[config.mk]
export PLATFORM = sky130hd
export DESIGN_NAME = io_controller
export DESIGN_NICKNAME = d
export VERILOG_FILES = /design/src/rtl/io_controller.sv
export SDC_FILE = /design/constraint.sdc
export NUM_CORES = 1
export LEC_CHECK = 0
export CORE_MARGIN = 3
export CORE_UTILIZATION = 51
export DETAILED_ROUTE_END_ITERATION = 8
export HOLD_SLACK_MARGIN = 0.05
export PLACE_DENSITY = 0.8
export SLEW_MARGIN = 20
export SYNTH_ARGS = -nofsm -noshare
export SYNTH_HDL_FRONTEND = slang
export SYNTH_SLANG_ARGS = --single-unit
[constraint.sdc]
create_clock -name clk -period 2.5 [get_ports clk]
set_clock_uncertainty 0.2 [all_clocks]
set_input_delay 0.5 -clock clk [delete_from_list [all_inputs] [get_ports clk]]
set_output_delay 0.5 -clock clk [all_outputs]
set_load 0.05 [all_outputs]
[src/rtl/io_controller.sv]
// io_controller: memory-mapped UART byte port plus cycle/retired-instruction counters for the MEM stage.
// Build option IO_TX_FIFO_EN: TX buffer is a TX_DEPTH-entry FIFO; otherwise a single holding register.
module io_controller #(
   parameter int TX_DEPTH = 4
) (
   input  logic        clk,
   input  logic        rst_n,
   input  logic [31:0] addr,
   input  logic [31:0] wdata,
   input  logic [3:0]  wea,
   input  logic        re,
   input  logic        inst_retire,
   output logic [31:0] rdata,
   output logic [7:0]  uart_tx_data,
   output logic        uart_tx_valid,
   input  logic        uart_tx_ready,
   input  logic [7:0]  uart_rx_data,
   input  logic        uart_rx_valid,
   output logic        uart_rx_ready
);
   localparam logic [31:0] A_STAT = 32'h8000_0000;
   localparam logic [31:0] A_RXD  = 32'h8000_0004;
   localparam logic [31:0] A_TXD  = 32'h8000_0008;
   localparam logic [31:0] A_CYC  = 32'h8000_0010;
   localparam logic [31:0] A_INS  = 32'h8000_0014;
   localparam logic [31:0] A_CLR  = 32'h8000_0018;

   if (TX_DEPTH < 2 || (TX_DEPTH & (TX_DEPTH - 1)) != 0) begin : g_bad_depth
      $error("TX_DEPTH must be a power of two >= 2");
   end

   logic        w_st, w_tx_push, w_tx_pop, w_tx_full, w_tx_empty;
   logic        w_rx_cap, w_rx_rd, w_clr, w_unused;
   logic [7:0]  w_tx_head;
   logic [31:0] w_rd_mux;
   logic        r_rx_full;
   logic [7:0]  r_rx_byte;
   logic [31:0] r_cyc_cnt, r_ins_cnt, r_rdata;

   assign w_st      = |wea;
   assign w_tx_push = w_st && (addr == A_TXD) && !w_tx_full;
   assign w_tx_pop  = !w_tx_empty && uart_tx_ready;
   assign w_clr     = w_st && (addr == A_CLR);
   assign w_unused  = ^wdata[31:8];

`ifdef IO_TX_FIFO_EN
   localparam int PW = $clog2(TX_DEPTH);
   localparam logic [PW:0] DEPTH_C = (PW+1)'(TX_DEPTH);

   logic [7:0]    r_mem [TX_DEPTH];
   logic [PW-1:0] r_wptr, r_rptr;
   logic [PW:0]   r_cnt;

   assign w_tx_full  = (r_cnt == DEPTH_C);
   assign w_tx_empty = (r_cnt == '0);
   assign w_tx_head  = r_mem[r_rptr];

   // Storage has no reset: contents are only observed while r_cnt says they are valid.
   always_ff @(posedge clk) begin
      if (w_tx_push) r_mem[r_wptr] <= wdata[7:0];
   end

   always_ff @(posedge clk or negedge rst_n) begin
      if (!rst_n) begin
         r_wptr <= '0;
         r_rptr <= '0;
         r_cnt  <= '0;
      end else begin
         if (w_tx_push) r_wptr <= r_wptr + 1'b1;
         if (w_tx_pop)  r_rptr <= r_rptr + 1'b1;
         case ({w_tx_push, w_tx_pop})
            2'b10:   r_cnt <= r_cnt + 1'b1;
            2'b01:   r_cnt <= r_cnt - 1'b1;
            default: r_cnt <= r_cnt;
         endcase
      end
   end
`else
   logic       r_tx_vld;
   logic [7:0] r_tx_byte;

   assign w_tx_full  = r_tx_vld;
   assign w_tx_empty = !r_tx_vld;
   assign w_tx_head  = r_tx_byte;

   // A push needs an empty register, so push and pop never coincide here.
   always_ff @(posedge clk or negedge rst_n) begin
      if (!rst_n) begin
         r_tx_vld  <= 1'b0;
         r_tx_byte <= '0;
      end else begin
         if (w_tx_push) r_tx_byte <= wdata[7:0];
         r_tx_vld <= w_tx_push | (r_tx_vld & !w_tx_pop);
      end
   end
`endif

   assign uart_tx_valid = !w_tx_empty;
   assign uart_tx_data  = w_tx_head;

   assign uart_rx_ready = !r_rx_full;
   assign w_rx_cap      = uart_rx_valid && !r_rx_full;
   assign w_rx_rd       = re && (addr == A_RXD);

   always_ff @(posedge clk or negedge rst_n) begin
      if (!rst_n) begin
         r_rx_full <= 1'b0;
         r_rx_byte <= '0;
      end else if (w_rx_cap) begin
         r_rx_full <= 1'b1;
         r_rx_byte <= uart_rx_data;
      end else if (w_rx_rd) begin
         r_rx_full <= 1'b0;
      end
   end

   always_ff @(posedge clk or negedge rst_n) begin
      if (!rst_n) begin
         r_cyc_cnt <= '0;
         r_ins_cnt <= '0;
      end else if (w_clr) begin
         r_cyc_cnt <= '0;
         r_ins_cnt <= '0;
      end else begin
         r_cyc_cnt <= r_cyc_cnt + 32'd1;
         r_ins_cnt <= r_ins_cnt + {31'd0, inst_retire};
      end
   end

   always_comb begin
      w_rd_mux = '0;
      case (addr)
         A_STAT:  w_rd_mux = {30'd0, r_rx_full, !w_tx_full};
         A_RXD:   w_rd_mux = {24'd0, r_rx_byte};
         A_CYC:   w_rd_mux = r_cyc_cnt;
         A_INS:   w_rd_mux = r_ins_cnt;
         default: w_rd_mux = '0;
      endcase
   end

   always_ff @(posedge clk or negedge rst_n) begin
      if (!rst_n)  r_rdata <= '0;
      else if (re) r_rdata <= w_rd_mux;
   end

   assign rdata = r_rdata;
endmodule

# ---- Yosys cells after proc, flatten, opt, wreduce, memory -nomap -nowiden
# Cells that the tools add are included.
dict set report op_classes {
  addsub 2
  multipliers 0
  div_mod_pow 0
  n_lt_le_gt_ge 0
  eq_ne 6
  shifts 0
  n_mux 5
  n_bitwise 2
  reduce_logical 11
}
# operator count
set ops {}
lappend ops {{== test 32 bit, second input constant} 6}
lappend ops {{case mux 32 bit (4 select lines)} 1}
lappend ops {{two-way mux 32 bit} 2}
lappend ops {{adder 32 x 1 -> 32 bit} 1}
lappend ops {{adder 32 x 1 -> 32 bit, second input constant} 1}
lappend ops {{logical AND 1 bit} 6}
lappend ops {{OR reduction 4 bit} 1}
lappend ops {{zero test 1 bit} 3}
lappend ops {{two-way mux 1 bit} 2}
lappend ops {{nonzero test 2 bit} 1}
lappend ops {{AND 1 bit} 1}
lappend ops {{bitwise OR 1 bit} 1}
dict set report word_totals {
  register_bits 114
  latch_bits 0
  ramBits 0
  rom_bits 0
  elab_cells 33
  memories 0
}

# ---- Logic depth before layout (Yosys ltp)
# Gate-level depths: netlist of the first run.
dict set report logic_depth {
  ltp_word 4
  mapped_depth 7
  depth_no_buf 6
}

# ---- Least setup slack after synthesis of the first run
# No wires, ideal clock.
dict set report synth_timing {
  kind {input to register}
  start {in addr[1]}
  end {reg r_rdata[21], in the netlist rdata[21]}
  setup_ns 0.078
  arrival_ns 1.990
  t_required_ns 2.222
  setup_slack_ns 0.233
  path_stages 6
  path_buffers 2
  path_cell_list {nor4_1 nand4_1 or4_1 clkbuf_1 clkbuf_1 o2bb2ai_1}
}
dict set report synth_via {
  elab_chain_len 2
  word_cells_on_any_way 5
  classes_between {eq/ne: 4; mux: 1}
}
# element line
set synth_rtl {}
lappend synth_rtl {{from (decl)} 8} ;# input logic [31:0] addr,
lappend synth_rtl {{== test 32 bit} 132} ;# case (addr)
lappend synth_rtl {{case mux 32 bit (4 select lines) *} 132}
lappend synth_rtl {{to (signal assigned)} 143} ;# else if (re) r_rdata <= w_rd_mux;
lappend synth_rtl {{to (decl)} 38} ;# logic [31:0] r_cyc_cnt, r_ins_cnt, r_rdata;
# Every way passes the cells marked *; elsewhere a longest branch is shown, timed or not.
# A chain may end at the register's enable or synchronous reset.

# ---- Final worst setup path of the first run
dict set report layout_timing {
  start {reg r_ins_cnt[8]}
  end {reg r_ins_cnt[30]}
}
dict set report layout_via {
  elab_chain_len 2
}
# element line
set layout_rtl {}
lappend layout_rtl {{from (decl)} 38}
lappend layout_rtl {{from (signal assigned)} 126} ;# r_ins_cnt <= r_ins_cnt + {31'd0, inst_retire};
lappend layout_rtl {{adder 32 x 1 -> 32 bit} 126}
lappend layout_rtl {{two-way mux 32 bit} 121} ;# end else if (w_clr) begin
# Every way passes these cells.

==> results of run 1 <==
cell type report:
cell class,instances,area (µm²),share of cell area
inverters,11,41.3,0.00544
repair buffers,144,1360,0.179
flip-flops and latches,114,2850,0.376
multi-input cells,377,2630,0.346
clock inverters,15,121,0.0160
clock buffers,17,414,0.0546
well taps,136,170,0.0224
path summary, 6_finish.rpt:
kind | start | end | slack, ns | cells after the start
min reg2reg | rdata[11] | rdata[11] | 0.28 | 1
max reg2reg | r_ins_cnt[8] | r_ins_cnt[30] | 0.09 | 5
min in group clk | rdata[11] | rdata[11] | 0.28 | 1
max in group asynchronous | rst_n | r_rx_byte[3] | 1.26 | 3
min | rst_n | rdata[20] | 0.24 | 2
max | r_ins_cnt[8] | r_ins_cnt[30] | 0.09 | 5
placed cells by master, fill, tap and decap left out, types with 3 or more instances in the layout:
cell	instances
dfrtp_1	113
clkdlybuf4s50_1	96
buf_4	42
a21oi_1	33
nor2_1	30
mux2i_1	30
or4_1	28
nand2_1	27
o2bb2ai_1	24
nand3_1	23
o31ai_1	23
nand4_1	19
mux2_2	16
clkbuf_16	16
xor2_1	15
o21ai_0	14
nor4_1	12
inv_1	11
and4_1	10
or3_1	10
xnor2_1	10
nor3_1	8
a22o_1	8
inv_6	8
nor2b_1	6
and2_1	5
and3_1	3
o41ai_1	3
a31oi_1	3
ha_1	3
clkinv_4	3
buf_12	3
what timing repair did:
| item | 4_1_cts | 5_1_grt |
|---|---|---|
| buffers inserted | 0 | 1 |
| hold buffers | 1 | 0 |
| gates resized for setup | 1 | 1 |
| pin swaps | 0 | 0 |
| hold endpoints to repair | 23 | 0 |
| setup endpoints to repair | 1 | 1 |
sequential cells by signal (all words and copies together) (netlist names):
| name | cells |
|---|---|
| r_rx_byte | 8 |
| r_ins_cnt | 32 |
| uart_tx_data | 8 |
| rdata | 32 |
| uart_tx_valid | 1 |
| r_rx_full | 1 |
| r_cyc_cnt | 32 |
per-layer routing:
layer,global-route usage,up-vias,share of wire
li1,-,2283,-
met5,0,-,0
met1,0.311,2523,0.41
met3,0.0464,46,0.062
met2,0.412,212,0.49
met4,0.118,0,0.033
power by group through the flow:
| stage | clock network, mW | logic (mW) | registers, mW |
|---|---|---|---|
| 5_1_grt | 2.30 | 0.474 | 1.99 |
| 3_3_place_gp | 0 | 0.401 | 2.01 |
| 4_1_cts | 2.21 | 0.428 | 1.98 |
| 3_5_place_dp | 0 | 0.415 | 2.02 |
| 6_report | 2.19 | 0.427 | 1.99 |
| 2_1_floorplan | 0 | 0.179 | 2.01 |
logic make-up (layout without fill, tap and decap cells):
logic type,count (synthesis),count (layout),share of synthesized area
fa+ha+maj,3,3,0.00666
mux,48,48,0.0933
compound gates,111,111,0.134
flops,114,114,0.506
simple gates,190,190,0.193
xor+xnor,25,25,0.0389
buf+inv,39,187,0.0278
through the flow:
| stage | hold WS, ns | TNS, ns | std cells | utilization |
|---|---|---|---|---|
| global placement | 0.230 | -3.44 | 780 | 0.670 |
| CTS | 0.231 | 0 | 813 | 0.721 |
| global route | 0.263 | 0 | 814 | 0.722 |
| floorplan | 0.00441 | 0 | 530 | - |
| detailed placement | 0.233 | -5.32 | 780 | 0.670 |
| finish | 0.239 | 0 | 814 | 0.722 |
==> impl_metrics.yaml, run 1 <==
critical_path:
  end_kind: "flip-flop"
  cp_max_fo: 28
  path_class: "flip-flop to flip-flop"
  crit_chain: "nand4_2, or4_1, buf_4, or4_1, a21oi_1"
  slowest_stage: "or4_1"
  cpLargestDelayFamily: "simple AND/OR/NAND/NOR gates"
  critPathMaxStageDelay_ns: 0.55
  required_ns: 2.73
  crit_buf_inv: 1
  crit_path_frequent_cell: "or4_1"
  worst_ep_arrival_time_ns: 2.64
  critPathLaunchType: "flip-flop"
yosys:
  syn-mean-instance-area_um2: 10.6
  yosysSeqAreaShare: 0.506
  synth_flop_cell: "dfrtp_1"
  yosys-top-cells-area: "dfrtp_1, mux2i_1, or4_1, o2bb2ai_1, mux2_2"
  ys_types: 41
  ys_top_cells_by_count: "dfrtp_1, a21oi_1, mux2i_1, nor2_1, or4_1"
  synth.net_count: 615
  synthesis.area_um2: 5630
  yosysMostFrequentCell: "dfrtp_1"
  synth_edf_count: 0
  ys_warn_count: 0
  syn_inst: 530
  synth.largest_area_cell: "dfrtp_1"
  postSynth.asyncResetShare: 1.00
  synth_seq_cells: 114
  synth_top_area_frac: 0.506
floorplan:
  dieHeight_um: 111
  die_area_um2: 12300
  placementRows: 37
  start_util: 0.536
  io_pins: 124
  fp.dieW_um: 111
  core_area_um2: 10500
timing:
  grt_setup_unrepaired: "false"
  setup_viol: 0
  worstMarginPinSlew_ns: 0.664
  timing.final.ws_setup_ns: 0.0899
  max_freq_ghz: 0.415
  slew_headroom: 0.557
  maxSlewViolCount: 0
  finalHoldViolations: 0
  finalCritPeriodShare: 0.964
  period_needed_ns: 2.41
cts:
  cts_made_buffers: 17
  cts_tree: "built"
  clkLatencyLatePin_ns: 0.52
  cts.sinks: 114
  htreeDepth: 4
  cts.clk_slew.worst_paths_ns: 0.06
  cts_buffer_depth: 2
  cts_root_buf: "clkbuf_8"
power:
  report.power.total_mw: 4.61
  power.share.clock: 0.475
  pwr-share-seq: 0.432
  power.leakage_nw: 3.14
  p_comb_frac: 0.093
  switchingPower_mw: 1.23
  ir_drop_v: 0.000391
  swShare: 0.266
  power_density_nw_per_um2: 607
  p_int_mw: 3.38
grt:
  grt_pass1_vias: 5235
  track_usage: 0.247
  antenna_found_initial: 0
  grt_max_degree: 57
  grt_overflow: 0
  grt_pass1_wl_mm: 25.1
placement:
  dpl-instance-area_um2: 7040
  gp_congestion: 0.855
  portBuffers: 99
  dp_hpwl_mm: 10.7
  post-place-ws_ns: -0.180
cells_and_area:
  fin_nets: 750
  drive_gt1_frac: 0.149
  diodes: 0
  design_area_um2: 7590
  fillerInstances: 713
  syn2layout_area_growth_pct: 34.7
route:
  wire_per_inst_um: 18.6
  firstDrtPassIters: 5
  vias_per_cell: 6.22
  ant_nets: 0
  drt_iter0_markers: 337
  drc: 0
  via_count: 5064
  wirelength_mm: 15.2
status:
  run_status: "completed"
worst_hold_path:
  holdCritPathClass: "input pin to asynchronous set/reset pin"
run:
  cap_viol_max_count: 0
No activity file was read; power rests on OpenSTA's default activity.
==> inputs of run 2 (changes only) <==
--- a/config.mk
+++ b/config.mk
@@ -5,6 +5,7 @@
 export SDC_FILE = /design/constraint.sdc
 export NUM_CORES = 1
 export LEC_CHECK = 0
+export CAP_MARGIN = 25
 export CORE_MARGIN = 3
 export CORE_UTILIZATION = 51
 export DETAILED_ROUTE_END_ITERATION = 8
==> results of run 2 <==
Final layout, timing and power as in run 1 (identical DEF).
==> inputs of run 3 (changes only) <==
--- a/config.mk
+++ b/config.mk
@@ -11,6 +11,7 @@
 export DETAILED_ROUTE_END_ITERATION = 8
 export HOLD_SLACK_MARGIN = 0.05
 export PLACE_DENSITY = 0.8
+export REMOVE_ABC_BUFFERS = 1
 export SLEW_MARGIN = 20
 export SYNTH_ARGS = -nofsm -noshare
 export SYNTH_HDL_FRONTEND = slang
==> constraint.sdc (replaced) <==
create_clock -name clk -period 2.7 [get_ports clk]
set_clock_uncertainty 0.2 [all_clocks]
set_input_delay 0.54 -clock clk [delete_from_list [all_inputs] [get_ports clk]]
set_output_delay 0.54 -clock clk [all_outputs]
set_load 0.05 [all_outputs]
==> run 3 against run 2 <==
Sequential power shrank 7%. Die area is the same. Utilization shrank 0.29 points. Cell count shrank 2.0%. First-iteration DRC count grew 31%. Combinational power shrank 18%. Routed wire length shrank 2.6%.
==> impl_metrics.yaml, run 3 (synthesis results as in run 1) <==
route:
  drc: 0
  ant_nets: 0
  via_count: 4906
  drt_iter0_markers: 441
  firstDrtPassIters: 5
  wire_per_inst_um: 18.5
  wirelength_mm: 14.8
  vias_per_cell: 6.15
placement:
  post-place-ws_ns: -0.0576
  dpl-instance-area_um2: 6910
  portBuffers: 99
  dp_hpwl_mm: 10.1
  gp_congestion: 0.830
cells_and_area:
  design_area_um2: 7560
  drive_gt1_frac: 0.127
  layout_common_cells: "dfrtp_1, clkdlybuf4s50_1, a21oi_1, nor2_1, mux2i_1"
  fin_nets: 735
  syn2layout_area_growth_pct: 34.2
  layout_commonest_cell: "dfrtp_1"
  diodes: 0
  final_util: 0.719
floorplan:
  start_util: 0.536
  die_area_um2: 12300
  dieHeight_um: 111
  fp.dieW_um: 111
  placementRows: 37
  io_pins: 124
  core_area_um2: 10500
cts:
  clkLatencyLatePin_ns: 0.51
  cts.sinks: 114
  cts_resized: 0
  cts.clk_slew.worst_paths_ns: 0.06
  hold_buffers: 1
  cts_made_buffers: 17
  cts_tree: "built"
  cts_buffer_depth: 2
  htreeDepth: 4
  cts_setup_buffers: 0
  cts_root_buf: "clkbuf_8"
timing:
  holdWs_ns: 0.281
  worstMarginPinSlew_ns: 0.616
  timing.setup.tns_ns: 0
  finalCritPeriodShare: 0.943
  maxSlewViolCount: 0
  finalHoldViolations: 0
  grt_setup_unrepaired: "false"
  setup_viol: 0
  slew_headroom: 0.589
  period_needed_ns: 2.55
  timing.final.ws_setup_ns: 0.154
  max_freq_ghz: 0.393
critical_path:
  critPathMaxStageDelay_ns: 0.79
  path_class: "flip-flop to output pin"
  r2r-start: "r_ins_cnt[5]"
  crit_chain: "inv_1, clkdlybuf4s50_1"
  critPathLaunchType: "flip-flop"
  setup.worst_path.start: "r_rx_full"
  required_ns: 1.96
  worst_ep_arrival_time_ns: 1.81
  cp_max_fo: 5
  slowest_stage: "clkdlybuf4s50_1"
  end_kind: "output pin"
run:
  cap_viol_max_count: 0
grt:
  antenna_found_initial: 0
  grt_pass1_wl_mm: 25.1
  grt_overflow: 0
  grt_pass1_vias: 5063
  track_usage: 0.248
  grt_max_degree: 63
power:
  ir_drop_v: 0.000418
  power.leakage_nw: 3.10
  power_density_nw_per_um2: 601
worst_hold_path:
  holdCritStartpoint: "rdata[31]"
  holdCritPathClass: "flip-flop to flip-flop"
status:
  run_status: "completed"
[run 3: changes by cell type in the layout (fill, tap and decap cells not counted), sizes merged]
| cell | delta |
|---|---|
| dlygate4sd2 | -1 |
| buf | -15 |
| clkbuf | +2 |
| clkinv | -2 |
| inv | -7 |
| clkdlybuf4s50 | +1 |
| bufinv | +4 |
| clkinvlp | +2 |
[run 3: worst paths after layout]
path | end | slack (ns) | cells after the start
max in group asynchronous | r_ins_cnt[4] | 1.24 | 3
worst max register to register | r_ins_cnt[29] | 0.26 | 5
worst min-delay path | rdata[31] | 0.28 | 1
min in group asynchronous | rdata[26] | 0.39 | 2
worst max-delay path | uart_rx_ready | 0.15 | 2
worst min register to register | rdata[31] | 0.28 | 1
[run 3: metal layers]
| layer | part of all wire | track usage |
|---|---|---|
| met4 | 0.0090 | 0.0624 |
| met3 | 0.060 | 0.0617 |
| met1 | 0.42 | 0.320 |
| met2 | 0.51 | 0.421 |
| met5 | 0 | 0 |
[run 3: area by class of cell]
class,instances,area [µm²]
fillers,695,2950
flip-flops and latches,114,2850
multi-input cells,377,2630
repair buffers,129,1240
clock buffers,19,442
clock inverters,12,181
well taps,136,170
inverters,11,41.3
[run 3: per-stage QoR]
| stage | instances | power, mW |
|---|---|---|
| finish | 798 | 4.55 |
| floorplan | 502 | 2.01 |
| CTS | 797 | 4.56 |
| global placement | 765 | 2.21 |
| detailed placement | 765 | 2.22 |
| global route | 798 | 4.72 |
[run 3: where the power goes]
part	total (mW)	leakage, nW	switching, mW	internal [mW]
registers	1.85	1.53	0.0781	1.77
logic	0.350	1.28	0.164	0.186
clock network	2.34	0.293	0.797	1.54
total	4.55	3.10	1.04	3.51
[run 3: critical path: cells and delay by family (launching register included)]
family | cells | cell delay [ns]
buffers and inverters | 2 | 0.86
DFF | 1 | 0.43
